**config.mk**
```make
export PLATFORM = sky130hd
export DESIGN_NAME = pc_unit
export DESIGN_NICKNAME = d
export VERILOG_FILES = /design/src/rtl/pc_unit.sv
export SDC_FILE = /design/constraint.sdc
export NUM_CORES = 1
export LEC_CHECK = 0
export ABC_AREA = 0
export CORE_AREA = 8 8 150 152
export DETAILED_ROUTE_END_ITERATION = 8
export DIE_AREA = 0 0 158 160
export HOLD_SLACK_MARGIN = 0.12
export PLACE_DENSITY = 0.68
export RECOVER_POWER = 100
export SYNTH_ARGS = -nofsm -noshare
export SYNTH_HDL_FRONTEND = slang
export SYNTH_SLANG_ARGS = --single-unit
```
**constraint.sdc**
```tcl
create_clock -name clk -period 9.1 [get_ports clk]
set_input_delay 1.365 -clock clk [delete_from_list [all_inputs] [get_ports clk]]
set_output_delay 1.365 -clock clk [all_outputs]
set_load 0.005 [all_outputs]
```
**src/rtl/pc_unit.sv**
```systemverilog
`default_nettype none
// ============================================================================
//  Module   : pc_unit
//  Purpose  : Program-counter stage of the single-cycle MIPS core. Holds the
//             30-bit word PC and presents it to instruction memory with a
//             valid/ready handshake. Selects sequential, branch, jump and
//             jump-register targets, sequences BOOT/RUN/HALT, and counts
//             retired instructions.
//  Revision : 1.0 - initial release
// ============================================================================
module pc_unit #(
    parameter logic [29:0] RESET_PC = 30'h0000_0000
) (
    input  logic        clk,
    input  logic        rst_n,
    input  logic [29:0] imm_ext,
    input  logic [25:0] jtarget,
    input  logic [31:0] jr_addr,
    input  logic        beq,
    input  logic        bne,
    input  logic        alu_zero,
    input  logic        jump,
    input  logic        jr,
    input  logic        halt,
    input  logic        stall,
    input  logic        imem_ready,
    output logic [29:0] pc,
    output logic [31:0] pc_byte,
    output logic [29:0] pc_plus1,
    output logic        fetch_valid,
    output logic        halted,
    output logic [31:0] retire_count
);

    localparam logic [1:0] c_BOOT = 2'd0;
    localparam logic [1:0] c_RUN  = 2'd1;
    localparam logic [1:0] c_HALT = 2'd2;

    logic [1:0]  r_state;
    logic [29:0] r_pc;
    logic [31:0] r_retire_count;
    logic        r_fetch_valid;
    logic        r_halted;

    logic [29:0] w_pc_plus1;
    logic [29:0] w_next_pc;
    logic        w_adv;
    logic        w_taken;
    logic        w_unused_jr_lsb;

    // Byte-offset bits of a JR target are dropped; keep them visibly consumed.
    assign w_unused_jr_lsb = ^jr_addr[1:0];

    assign w_pc_plus1 = r_pc + 30'd1;
    assign w_adv      = (r_state == c_RUN) & imem_ready & ~stall;
    assign w_taken    = (beq & alu_zero) | (bne & ~alu_zero);

    // Next-PC select: JR beats J/JAL, which beats a taken branch.
    always_comb begin
        w_next_pc = w_pc_plus1;
        if (jr) begin
            w_next_pc = jr_addr[31:2];
        end else if (jump) begin
            w_next_pc = {w_pc_plus1[29:26], jtarget};
        end else if (w_taken) begin
            w_next_pc = w_pc_plus1 + imm_ext;
        end
    end

    // Boot/run/halt sequencing with registered fetch_valid and halted flags.
    always_ff @(posedge clk) begin
        if (!rst_n) begin
            r_state       <= c_BOOT;
            r_fetch_valid <= 1'b0;
            r_halted      <= 1'b0;
        end else begin
            case (r_state)
                c_BOOT: begin
                    r_state       <= c_RUN;
                    r_fetch_valid <= 1'b1;
                    r_halted      <= 1'b0;
                end
                c_RUN: begin
                    if (w_adv && halt) begin
                        r_state       <= c_HALT;
                        r_fetch_valid <= 1'b0;
                        r_halted      <= 1'b1;
                    end
                end
                c_HALT: begin
                    r_state       <= c_HALT;
                    r_fetch_valid <= 1'b0;
                    r_halted      <= 1'b1;
                end
                default: begin
                    r_state       <= c_BOOT;
                    r_fetch_valid <= 1'b0;
                    r_halted      <= 1'b0;
                end
            endcase
        end
    end

    // PC register: advances only on an accepted, non-halting fetch.
    always_ff @(posedge clk) begin
        if (!rst_n) begin
            r_pc <= RESET_PC;
        end else if (w_adv && !halt) begin
            r_pc <= w_next_pc;
        end
    end

    // Retired-instruction counter, including the halting instruction.
    always_ff @(posedge clk) begin
        if (!rst_n) begin
            r_retire_count <= 32'd0;
        end else if (w_adv) begin
            r_retire_count <= r_retire_count + 32'd1;
        end
    end

    assign pc           = r_pc;
    assign pc_plus1     = w_pc_plus1;
    assign pc_byte      = {r_pc, 2'b00};
    assign fetch_valid  = r_fetch_valid;
    assign halted       = r_halted;
    assign retire_count = r_retire_count;

endmodule
`default_nettype wire

```
# --- Yosys cells after proc, flatten, opt, wreduce, memory -nomap -nowiden ---
# Index checks and enable logic that the tools add are counted.
totals:
  regBits: 66
  out_inout_bits: 126
  elab_cells: 31
op_classes:
  addsub: 3
  n_eq_ne: 3
  muxes: 9
  bitwise_logic: 7
  n_reduce_logical: 4
op_table:
  columns: ["operator", "n"]
  rows:
  - ["$mux 30", 3]
  - ["$add 32x1->32 const B", 1]
  - ["$add 30x1->30 const B", 1]
  - ["$add 30x30->30", 1]
  - ["$pmux 2 s3", 1]
  - ["$and 1x1->1", 4]
  - ["$pmux 1 s2", 2]
  - ["$eq 2x1->1 const B", 1]
  - ["$eq 2x2->1 const B", 1]
  - ["$logic_and 1x1->1", 2]
  - ["$logic_not 2->1", 1]
  - ["$mux 1", 2]
  - ["$mux 2", 1]
  - ["$ne 2x1->1 const B", 1]
  - ["$not 1->1", 2]
  - ["$logic_not 1->1", 1]
  - ["$or 1x1->1", 1]

# --- Depth between registers and ports, before layout ---
# Gate-level depths: netlist of the first run.
logic_depth:
  ltp_word: 6
  depth_mapped: 16
  mapped_depth_nobuf: 15

# --- Least setup slack after synthesis of the first run ---
# Ideal clock, no wire load.
synth_path:
  path_type: "in2reg"
  start: "in imm_ext[0]"
  end: "reg r_pc[16], in the netlist pc[16]"
  arrival_time_ns: 3.817
  path_slack_ns: 5.213
  cell_stages: 11
  path_buffers: 0
  cell_sequence: "ha_1 fa_1 a211oi_1 nor2_1 o41ai_2 o211ai_1 a21boi_1 mux2_2 a31oi_1 o21ai_0 a21oi_1"
synth_via:
  elab_chain_cells: 4
synth_lines:
  columns: ["element", "line", "rtl"]
  rows:
  - ["start, declared", "16", "input logic [29:0] imm_ext,"]
  - ["$add 30x30->30", "66", "w_next_pc = w_pc_plus1 + imm_ext;"]
  - ["$mux 30", "65", "end else if (w_taken) begin"]
  - ["$mux 30", "63", "end else if (jump) begin"]
  - ["$mux 30", "61", "if (jr) begin"]
  - ["end signal, assigned", "109", "r_pc <= w_next_pc;"]
  - ["end, declared", "40", "logic [29:0] r_pc;"]
# No other way between the ends.
# A chain may end at the register's enable or synchronous reset.

# --- Final worst setup path of the first run ---
# Ends and elaborated chain as after synthesis.

==> parameters.txt, run 1 <==
Parameter                              Value

Run status
  Outcome ... finished with violations
  Violations in the final reports ... capacitance limit, slew limit

STA
  Slew at the pin with the worst max-slew slack ... 2140 ps
  Total negative slack for setup checks ... 0 ps
  Final Cycle Share ... 54.4%
  Upper clock frequency limit ... 202 MHz
  Final setup violation count ... 0
  Worst max-slew margin expressed relative to the limit ... -42.9%
  Worst clock skew ... 8.11 ps
  Unrepaired setup endpoints after global routing ... no
  Final WS setup ... 4150 ps
  Minimum clock period after layout ... 4950 ps
  Count of final hold-check violations ... 0
  Max-slew violations ... 43

Global route
  Combined global-route utilization of all metal layers ... 18.0%
  Maximum number of pins on one net before global-route repair ... 72
  Antenna violations before repair ... 1
  Global-route wire length before repair ... 35700 um
  Remaining global-route overflow ... 0
  Vias in the first global route ... 6264

Logic synthesis
  Post-synthesis average cell area ... 7.52 um^2
  Number of warnings printed during yosys synthesis ... 0
  Post-synth top flop ... dfxtp_1
  Post-synthesis instance area ... 5910 um^2
  Asr flop ratio synth ... 0%
  Fraction of the yosys area taken by sequential cells ... 21.7%
  Count of flip-flops with a built-in enable after synthesis ... 0
  Flops & latches, synth ... 64
  Distinct cells, synth ... 67
  Instance count of the mapped netlist ... 786

Placed design
  Half-perimeter wire length after placement ... 17900 um
  Port Buffer Count ... 219
  DP Cell Count ... 1218
  Routability congestion estimate from global placement ... 0.941
  Worst Setup Slack post-DPL ... 4390 ps

Power
  Static power due to leakage ... 3.61 nW
  Switching Fraction ... 33.1%
  Total design power ... 0.000977 W
  Reg power frac ... 32.0%
  Clock network power share ... 37.3%
  Power Internal ... 0.000654 W
  Combinational cell fraction of total power ... 30.7%
  Power per Cell Area ... 117 nW/um^2
  Max rail drop VDD ... 0.0612 mV
  Switch Pwr ... 0.000323 W

Detailed routing
  Post-route DRC violation count ... 0
  Post-DR vias/cell ... 5.23
  Total number of vias ... 6458
  Final routed wire length divided by cell count ... 18.9 um
  Number of DRC markers after the initial detailed-route iteration ... 395
  Post-Route WL ... 23300 um
  Detailed-router iteration count before antenna repair ... 5
  Post-route antenna net violation count ... 0

Cells and area
  Cell Count, Final, Fillers Out ... 1235
  Total Nets Final ... 1097
  Fraction of final layout cells with drive strength greater than 1 ... 3.42%
  Area added between synthesis and finish ... 41.4%

Worst setup path
  Arrival time at the worst endpoint ... 5210 ps
  Critical path startpoint category ... input pin
  Highest fanout seen on the critical path ... 3
  Family with the most delay on the worst path ... compound AO/OA/AOI/OAI gates
  Kind of critical path ... input pin to flip-flop
  R2r worst-path depth ... 14
  Worst path slowest cell ... o41ai_1
  Max stage delay on crit path ... 710 ps
  RR Endpoint ... pc[25]
  Data required time at the worst endpoint ... 9370 ps
  Critical path endpoint category ... flip-flop
  Critical path cell sequence ... dlygate4sd3_1 -> ha_1 -> fa_1 -> a211oi_1 -> nor2_1 -> o41ai_1 -> o211ai_1 -> a21boi_0 -> mux2_2 -> a31oi_1 -> o21ai_0 -> a21oi_1
  Reg2Reg Launch Point ... pc[0]
  Worst setup slack for register-to-register paths ... 4270 ps
  Number of buffer and inverter stages on the critical path ... 1

CTS
  Clock buffers created by TritonCTS ... 9
  Clock-pin transition on the worst setup and hold timing paths ... 60 ps
  Number of buffers added for setup after CTS ... 0
  CTS H-Tree Depth ... 3
  Clock sinks ... 64
  Hold buffer count at cts ... 0
  Number of resized instances in the post-cts repair step ... 0
  Skew-Pair Late Insertion Delay ... 340 ps
  CTS root buffer ... clkbuf_16
  TritonCTS clock tree ... built
  Buffer levels on the longest clock path ... 2

Floorplanning
  Floorplan die width ... 158 um
  Area of the core ... 20000 um^2
  Full die area ... 25300 um^2
  FP Rows ... 52
  Initial Utilization ... 29.5%
  I/O pin count ... 224
  Chip height ... 160 um

Hold path
  Worst min-delay path class ... flip-flop to flip-flop
  Worst hold path startpoint ... r_state[1]
  Worst Hold Endpoint ... r_state[1]
  Number of cells traversed by the worst hold path ... 2

Run
  Number of violations of the max-capacitance limit ... 1
[area by class of cell]
type | count | area [um^2]
clock inverter | 7 | 80.1
sequential | 64 | 1280
inverter | 16 | 60.1
fill | 2105 | 11700
multi-input combinational | 640 | 4120
antenna | 1 | 2.50
clock buffer | 9 | 225
tap | 270 | 338
timing repair buffer | 228 | 2250
[flip-flops by register name, summed over array words and instances, names as in the netlist]
| register | cells |
|---|---|
| pc | 30 |
| retire_count | 32 |
| r_state | 2 |
[through the flow]
step	hold slack [ps]	utilization, %	instance area, um^2
2_1_floorplan	481	-	5920
3_3_place_gp	488	40.5	8120
3_5_place_dp	505	40.5	8120
4_1_cts	515	42.1	8430
5_1_grt	546	41.7	8360
6_report	504	41.7	8360
[kinds of logic (layout without fill, tap and decap cells)]
kind of cell    Yosys count  count (layout)  share of synthesized area, %
buf+inv                  83             260                          7.64
simple gates            295             295                          25.7
fa+ha+maj                40              40                          8.59
compound gates          223             223                          24.4
other cells               1               3                        0.0634
mux                       6               6                          1.06
flops                    64              64                          21.7
xor+xnor                 74              74                          11.0
[layer usage]
metal  vias up  GRT usage [%]  part of all wire [%]
li1       3164              -                     -
met1      3043           22.4                    44
met2       230           30.5                    47
met3        21           3.89                   7.8
met4         0           4.80                   1.4
met5         -              0                     0
[worst min-delay path: stages, from the launching register on]
cell and delay (ps):
dfxtp_1 320, nand3_1 60, a21boi_0 70
[power by group through the flow]
stage / clock network, W / registers (W) / logic, W
final: 0.000365 / 0.000313 / 0.000300
after floorplan: 0 / 0.000315 / 0.000173
after global routing: 0.000390 / 0.000315 / 0.000330
after CTS: 0.000378 / 0.000314 / 0.000313
after global placement: 0 / 0.000319 / 0.000308
after detailed placement: 0 / 0.000320 / 0.000310
[cells in the final DEF, fill, tap and decap left out, drive strengths merged, types with 10 or more instances in the layout]
master | synthesis | final
dlygate4sd3 | 0 | 125
a211oi | 11 | 11
nor3 | 14 | 14
xnor2 | 54 | 54
nand3 | 40 | 40
xor2 | 20 | 20
o211ai | 17 | 17
clkdlybuf4s50 | 0 | 93
and2 | 33 | 33
inv | 16 | 18
dfxtp | 64 | 64
nand4 | 24 | 24
o21ai | 55 | 55
a21oi | 65 | 65
clkbuf | 33 | 10
nor2 | 56 | 56
nand2 | 85 | 85
a21o | 13 | 13
ha | 39 | 39
[worst max path at each step]
stage / start / to / slack [ps] / depth (start not counted)
after floorplan: imm_ext[0] / pc[16] / 5210 / 11
after global placement: imm_ext[0] / pc[16] / 4390 / 12
after detailed placement: imm_ext[0] / pc[16] / 4390 / 12
after CTS: pc[0] / pc_plus1[24] / 4660 / 6
after global routing: imm_ext[0] / pc[16] / 3800 / 12
final: imm_ext[0] / pc[16] / 4150 / 12
[synthesized netlist by cell type, drive strengths merged (24+ instances only)]
master / count / area, um^2
buf: 34 / 256
xnor2: 54 / 473
a21oi: 65 / 325
nand2: 85 / 319
nand4: 24 / 165
o21ai: 55 / 279
ha: 39 / 488
and2: 33 / 206
nand3: 40 / 205
clkbuf: 33 / 135
dfxtp: 64 / 1280
nor2: 56 / 213
No activity file was read; power rests on OpenSTA's default activity.
==> inputs of run 2 (changes only) <==
Clock period 9.1 ns to 5 ns, I/O delays scaled along.
==> run 2 against run 1 <==
Net effect:
- the run still ends with capacitance limit, slew limit left
- total power grew 89%
- wire length up 1.7%
- critical endpoint is now pc[25]
- largest cell class unchanged
- register-to-register slack got worse by 3600 ps
- highest routed layer unchanged
- cell area is 0.49% higher
- cell count fell by 0.16%
- core utilization rose by 0.21 points
==> parameters.txt, run 2 (synthesis results as in run 1) <==
Parameter                              Value

Hold path
  Worst min-delay path class ... flip-flop to flip-flop

Global route
  Vias in the first global route ... 6365 (+1.6%)
  Combined global-route utilization of all metal layers ... 18.2% (+0.26 points)
  Fraction of met2 tracks used by global routing ... 29.9% (-0.61 points)
  Met1 track utilization from global routing ... 23.1% (+0.76 points)
  Antenna violations before repair ... 0 (-1)
  Remaining global-route overflow ... 0 (unchanged)
  Global-route layer with the greatest usage ... met2
  Met3 routing resource usage after global routing ... 4.80% (+0.92 points)
  Maximum number of pins on one net before global-route repair ... 45 (-38%)
  Global-route wire length before repair ... 36100 um (+1.1%)

CTS
  CTS H-Tree Depth ... 3 (unchanged)
  TritonCTS clock tree ... built
  Skew-Pair Late Insertion Delay ... 340 ps (about the same)
  Clock sinks ... 64 (unchanged)
  CTS root buffer ... clkbuf_16
  Number of resized instances in the post-cts repair step ... 0 (unchanged)
  Clock-pin transition on the worst setup and hold timing paths ... 60 ps (about the same)
  Hold buffer count at cts ... 0 (unchanged)
  Buffer levels on the longest clock path ... 2 (unchanged)
  Clock buffers created by TritonCTS ... 9 (unchanged)
  Number of buffers added for setup after CTS ... 0 (unchanged)

Run status
  Outcome ... finished with violations
  Violations in the final reports ... capacitance limit, slew limit

Worst setup path
  Data required time at the worst endpoint ... 5270 ps (-4100 ps)
  Number of buffer and inverter stages on the critical path ... 0 (-1)
  Highest fanout seen on the critical path ... 8 (+5)
  Arrival time at the worst endpoint ... 4640 ps (-570 ps)
  Critical path endpoint category ... flip-flop
  Kind of critical path ... flip-flop to flip-flop
  Critical path cell sequence ... ha_1 -> nand3_1 -> or2b_1 -> xnor2_1 -> ha_1 -> nand3_1 -> nor4_2 -> nor4_1 -> o41ai_2 -> a31oi_1 -> o21ai_0 -> xor2_1 -> o2111ai_1 -> a31oi_1
  Worst path slowest cell ... o41ai_2
  Max stage delay on crit path ... 480 ps (-230 ps)
  Critical path startpoint category ... flip-flop
  Family with the most delay on the worst path ... simple AND/OR/NAND/NOR gates

STA
  Unrepaired setup endpoints after global routing ... no
  Slew at the pin with the worst max-slew slack ... 1780 ps (-369 ps)
  Upper clock frequency limit ... 228 MHz
  Total negative slack for setup checks ... 0 ps (unchanged)
  Minimum clock period after layout ... 4380 ps
  Worst clock skew ... 9.80 ps (+1.69 ps)
  Count of final hold-check violations ... 0 (unchanged)
  Final Cycle Share ... 87.6%
  Final setup violation count ... 0 (unchanged)
  Worst max-slew margin expressed relative to the limit ... -18.3% (+25 points)
  Max-slew violations ... 74 (+72%)

Power
  Static power due to leakage ... 3.65 nW (+1.1%)
  Reg power frac ... 30.8% (-1.2 points)
  Total design power ... 0.00184 W (+89%)
  Power per Cell Area ... 219 nW/um^2 (+88%)
  Max rail drop VDD ... 0.136 mV (+120%)
  Power Internal ... 0.00124 W (+90%)
  Combinational cell fraction of total power ... 29.6% (-1.1 points)
  Switching Fraction ... 32.6% (-0.46 points)
  Switch Pwr ... 0.000601 W (+86%)
  Clock network power share ... 39.6% (+2.3 points)

Placed design
  Half-perimeter wire length after placement ... 18000 um (+0.88%)
  Post-Place Cell Area ... 8120 um^2 (about the same)
  Routability congestion estimate from global placement ... 0.911 (-3.2%)
  Port Buffer Count ... 219 (unchanged)

Run
  Number of violations of the max-capacitance limit ... 2 (+1)

Detailed routing
  Post-route DRC violation count ... 0 (unchanged)
  Number of DRC markers after the initial detailed-route iteration ... 380 (-3.8%)
  Final routed wire length divided by cell count ... 19.2 um (+1.8%)
  Post-Route WL ... 23700 um (+1.7%)
  Post-DR vias/cell ... 5.23 (about the same)
  Total number of vias ... 6443 (-0.23%)
  Post-route antenna net violation count ... 0 (unchanged)
  Detailed-router iteration count before antenna repair ... 5 (unchanged)

Cells and area
  Area added between synthesis and finish ... 42.1%
  Commonest cells after routing, fill and taps aside ... dlygate4sd3_1 (122), clkdlybuf4s50_1 (96), nand2_1 (85), a21oi_1 (65), dfxtp_1 (64)
  Post-Route Utilization ... 41.9% (+0.21 points)
  Total Nets Final ... 1096 (-0.091%)
  Most common cell after layout, fill and taps aside ... dlygate4sd3_1
  Fraction of final layout cells with drive strength greater than 1 ... 3.53% (+0.11 points)
  Flip-flop count of the largest register, all copies and words added ... 32 (unchanged)
  Count of filler cells inserted in the layout ... 2059 (-2.2%)
  Multi-input gate area ... 4150 um^2 (+0.70%)
  Number of diodes added for antenna fixing ... 0 (-1)
  Area occupied by registers ... 1280 um^2 (unchanged)
  Summed area of non-filler cells in the final layout ... 8400 um^2 (+0.49%)

Floorplanning
  Area of the core ... 20000 um^2 (unchanged)
  Initial Utilization ... 29.5% (unchanged)
  FP Rows ... 52 (unchanged)
  I/O pin count ... 224 (unchanged)
  Full die area ... 25300 um^2 (unchanged)
  Floorplan die width ... 158 um (unchanged)
  Chip height ... 160 um (unchanged)
==> run 2: changes by cell type in the layout (fill, tap and decap cells not counted), sizes merged <==
| cell | before | now |
|---|---|---|
| clkdlybuf4s50 | 93 | 96 |
| bufinv | 1 | 2 |
| dlygate4sd3 | 125 | 122 |
| clkbuf | 10 | 11 |
| clkinvlp | 2 | 0 |
| buf | 9 | 7 |
| diode | 1 | 0 |
| clkinv | 2 | 3 |
==> run 2: path summary, 6_finish.rpt <==
| kind | from | end | slack (ps) | depth (start not counted) |
|---|---|---|---|---|
| setup / recovery | pc[0] | pc[25] | 620 | 14 |
| hold / removal | r_state[1] | r_state[1] | 500 | 2 |
| setup reg to reg | pc[0] | pc[25] | 620 | 14 |
| hold reg to reg | r_state[1] | r_state[1] | 500 | 2 |
==> run 2: worst register-to-register path, stage by stage, from the launching register on <==
cell and delay, ps:
dfxtp_1 470, ha_1 240, nand3_1 370, or2b_1 370, xnor2_1 160, ha_1 430, nand3_1 210, nor4_2 360
nor4_1 160, o41ai_2 480, a31oi_1 210, o21ai_0 300, xor2_1 250, o2111ai_1 120, a31oi_1 170
==> run 2: cell type report <==
| type | instances | area share (%) |
|---|---|---|
| tap | 270 | 4.02 |
| multi-input combinational | 640 | 49.4 |
| clock buffer | 9 | 2.68 |
| timing repair buffer | 227 | 26.7 |
| sequential | 64 | 15.3 |
| inverter | 16 | 0.715 |
| clock inverter | 7 | 1.24 |
==> run 2: metal layers <==
layer | routed length [um] | share of wire, % | vias up
met3 | 1860 | 7.8 | 29
met4 | 442 | 1.9 | 0
met1 | 10400 | 44 | 3009
met2 | 11000 | 46 | 238
met5 | 0 | 0 | -
li1 | - | - | 3167
==> run 2: power groups by stage <==
stage / Clock [W] / Sequential [W] / Combinational, W
3_3_place_gp: 0 / 0.000581 / 0.000562
2_1_floorplan: 0 / 0.000574 / 0.000316
3_5_place_dp: 0 / 0.000582 / 0.000566
5_1_grt: 0.000772 / 0.000573 / 0.000603
6_report: 0.000729 / 0.000568 / 0.000546
4_1_cts: 0.000749 / 0.000570 / 0.000569
==> run 2: per-stage QoR <==
step | hold slack [ps] | cells | worst slack, ps
detailed placement | 494 | 1217 | 758
CTS | 503 | 1233 | 727
global route | 544 | 1233 | 185
global placement | 490 | 1217 | 838
floorplan | 481 | 787 | 1520
finish | 501 | 1233 | 620
==> inputs of run 3 (changes only) <==
Settings changed: ABC_AREA 0 to 1, ABC_CLOCK_PERIOD_IN_PS from default to 5000, CORE_AREA 8 8 150 152 to 8 8 159 161, DIE_AREA 0 0 158 160 to 0 0 167 169, PLACE_DENSITY 0.68 to 0.67.
==> run 3 against run 2 <==
Net effect:
- global-route usage up 0.73 points
- worst hold slack got worse by 7.3 ps
- clock skew fell by 2.4 ps
- synthesized cell count is 51% higher
- sequential cell count unchanged
- setup slack better by 470 ps
- critical path depth is 5 higher
- non-clock buffer count is 2 lower
- the run still ends with capacitance limit, slew limit left
- highest routed layer is now met5
==> parameters.txt, run 3 <==
Parameter                              Value

Worst setup path
  Arrival time at the worst endpoint ... 4050 ps (-590 ps)
  Critical path startpoint category ... flip-flop
  Critical path endpoint category ... flip-flop
  Kind of critical path ... flip-flop to flip-flop
  Highest fanout seen on the critical path ... 7 (-1)
  Critical path cell sequence ... inv_1 -> nor2_1 -> nand2_1 -> inv_1 -> nand3_1 -> o21ai_0 -> nand2_1 -> ha_1 -> nand2_1 -> nor2_1 -> inv_1 -> nor2_1 -> nand4_1 -> nand4_1 -> nand3_1 -> nand2_1 -> nand2_1 -> nand2_1 -> a21oi_1
  Max stage delay on crit path ... 450 ps (-30 ps)
  Worst path slowest cell ... dfxtp_1
  Critical path's most frequent cell ... nand2_1
  Data required time at the worst endpoint ... 5140 ps (-130 ps)

Cells and area
  Total Nets Final ... 1507 (+38%)
  Area added between synthesis and finish ... 37.5%
  Flip-flop count of the largest register, all copies and words added ... 32 (unchanged)
  Most common cell after layout, fill and taps aside ... nand2_1
  Commonest cells after routing, fill and taps aside ... nand2_1 (367), nor2_1 (158), inv_1 (156), dlygate4sd3_1 (124), a21oi_1 (98)
  Fraction of final layout cells with drive strength greater than 1 ... 2.18% (-1.3 points)
  Post-Route Utilization ... 40.5% (-1.4 points)

Placed design
  Routability congestion estimate from global placement ... 0.934 (+2.5%)
  Half-perimeter wire length after placement ... 23000 um (+28%)
  Port Buffer Count ... 219 (unchanged)

Logic synthesis
  Xor and xnor fraction of the mapped netlist area ... 4.29% (-6.7 points)
  Library cell with the highest instance count after synthesis ... nand2_1
  Post-synthesis instance area ... 6740 um^2 (+14%)
  Top cells by instance count after synthesis ... nand2_1 (367), nor2_1 (154), inv_1 (153)
  Number of warnings printed during yosys synthesis ... 0 (unchanged)
  Asr flop ratio synth ... 0% (unchanged)
  Count of flip-flops with a built-in enable after synthesis ... 0 (unchanged)
  Distinct cells, synth ... 44 (-34%)
  Yosys top cell area share ... 20.4% (-1.2 points)
  Synthesized-area fraction occupied by ao, oa, aoi and oai cells ... 13.8% (-11 points)
  Yosys top cell by area ... nand2_1
  Flops & latches, synth ... 64 (unchanged)
  Adder-cell share of the synthesized area ... 7.54% (-1.1 points)
  Main combinational cell family by area after synthesis ... simple AND/OR/NAND/NOR gates
  Post-synth top flop ... dfxtp_1
  Top area cells in the synthesized netlist ... nand2_1 (20%), dfxtp_1 (19%), nor2_1 (8.6%)
  Simple-gate area share of the yosys netlist ... 41.5% (+16 points)
  Fraction of the yosys area taken by sequential cells ... 19.0% (-2.7 points)
  Proportion of synthesized area in mux cells ... 0% (-1.1 points)
  Post-synthesis average cell area ... 5.67 um^2 (-25%)
  Instance count of the mapped netlist ... 1188 (+51%)

STA
  Worst max-slew margin expressed relative to the limit ... -5.17% (+13 points)
  Slew at the pin with the worst max-slew slack ... 1580 ps (-199 ps)
  Minimum clock period after layout ... 3910 ps (-470 ps)
  Final Cycle Share ... 78.2% (-9.4 points)
  Final setup violation count ... 0 (unchanged)
  Count of final hold-check violations ... 0 (unchanged)
  Upper clock frequency limit ... 256 MHz (+12%)
  Worst clock skew ... 7.43 ps (-2.37 ps)
  Unrepaired setup endpoints after global routing ... no
  Max-slew violations ... 101 (+36%)
  Total negative slack for setup checks ... 0 ps (unchanged)

Floorplanning
  I/O pin count ... 224 (unchanged)
  FP Rows ... 56 (+7.7%)
  Full die area ... 28200 um^2 (+12%)
  Floorplan die width ... 167 um (+5.7%)
  Area of the core ... 22900 um^2 (+14%)
  Chip height ... 169 um (+5.6%)
  Initial Utilization ... 29.4% (-0.078 points)

CTS
  Number of buffers added for setup after CTS ... 0 (unchanged)
  Hold buffer count at cts ... 0 (unchanged)
  Clock-pin transition on the worst setup and hold timing paths ... 60 ps (about the same)
  Number of resized instances in the post-cts repair step ... 0 (unchanged)
  Clock buffers created by TritonCTS ... 9 (unchanged)
  Skew-Pair Late Insertion Delay ... 330 ps (about the same)
  CTS root buffer ... clkbuf_16
  Buffer levels on the longest clock path ... 2 (unchanged)
  TritonCTS clock tree ... built
  Clock sinks ... 64 (unchanged)
  CTS H-Tree Depth ... 3 (unchanged)

Hold path
  Worst min-delay path class ... flip-flop to flip-flop

Global route
  Maximum number of pins on one net before global-route repair ... 55 (+22%)
  Antenna violations before repair ... 4 (+4)
  Vias in the first global route ... 7939 (+25%)
  Combined global-route utilization of all metal layers ... 19.0% (+0.73 points)
  Global-route wire length before repair ... 42300 um (+17%)
  Remaining global-route overflow ... 0 (unchanged)

Detailed routing
  Final routed wire length divided by cell count ... 16.6 um (-13%)
  Detailed-router iteration count before antenna repair ... 7 (+2)
  Total number of vias ... 8075 (+25%)
  Post-Route WL ... 27700 um (+17%)
  Number of DRC markers after the initial detailed-route iteration ... 408 (+7.4%)
  Post-route DRC violation count ... 0 (unchanged)
  Post-DR vias/cell ... 4.85 (-7.2%)
  Post-route antenna net violation count ... 0 (unchanged)

Run status
  Outcome ... finished with violations
  Violations in the final reports ... capacitance limit, slew limit

Power
  Static power due to leakage ... 4.49 nW (+23%)
  Power per Cell Area ... 183 nW/um^2 (-16%)
  Max rail drop VDD ... 0.154 mV (+14%)

Run
  Number of violations of the max-capacitance limit ... 2 (unchanged)
## run 3: cell types whose count changed in the layout (fill, tap and decap cells not counted), moves of 9 or more
cell and change:
a211oi_1 -10, a21boi_0 -9, a21oi_1 +33, and2_0 -13, and2_1 -16, inv_1 +140
nand2_1 +282, nand3_1 +30, nor2_1 +103, o21ai_0 -13, xnor2_1 -44
## run 3: where the power goes
part / leakage (nW) / internal, W / total, W / switching [W]
clock: 0.148 / 0.000411 / 0.000647 / 0.000236
sequential: 0.517 / 0.000530 / 0.000557 / 0.0000272
combinational: 3.83 / 0.000224 / 0.000495 / 0.000271
total: 4.49 / 0.00117 / 0.00170 / 0.000534
## run 3: worst paths after layout
| path | slack [ps] | cells after the start | endpoint | from |
|---|---|---|---|---|
| max | 1090 | 19 | pc[19] | pc[0] |
| min | 490 | 2 | retire_count[30] | retire_count[30] |
| max reg2reg | 1090 | 19 | pc[19] | pc[0] |
| min reg2reg | 490 | 2 | retire_count[30] | retire_count[30] |
## run 3: area by class of cell
class	count	area, um^2
fillers	2459	13600
multi-input cells	910	4480
repair buffers	225	2230
flip-flops and latches	64	1280
inverters	159	597
well taps	290	363
clock buffers	11	253
clock inverters	5	55.1
diodes	2	5.00
## run 3: cell families after synthesis
family	after synthesis
AND/OR/NAND/NOR	664
AO/OA/AOI/OAI	171
XOR/XNOR	33
adder cells (fa/ha/maj)	40
buffers and inverters	215
flip-flops	64
other	1
## run 3: metal layers
layer,wire (um),vias up,GRT usage [%]
li1,-,4132,-
met1,11600,3620,21.7
met3,2170,49,5.38
met4,724,8,6.19
met5,55,-,0
met2,13200,266,33.5
## run 3: stage by stage
stage	hold slack, ps	power (W)	std cells	cell area (um^2)	worst slack, ps
final	493	0.00170	1666	9270	1090
after CTS	503	0.00173	1664	9320	1170
after global placement	489	0.00107	1648	9010	1290
after detailed placement	491	0.00108	1648	9010	1180
after global routing	536	0.00179	1664	9270	709
after floorplan	481	0.000837	1189	6750	2200
## run 3: worst max-delay path, delay by kind of cell (launching register included)
kind                     cells  cell delay, ps
buffers and inverters        3             380
AO/OA/AOI/OAI                2             320
AND/OR/NAND/NOR             13            2210
flip-flops                   1             450
adder cells (fa/ha/maj)      1             390
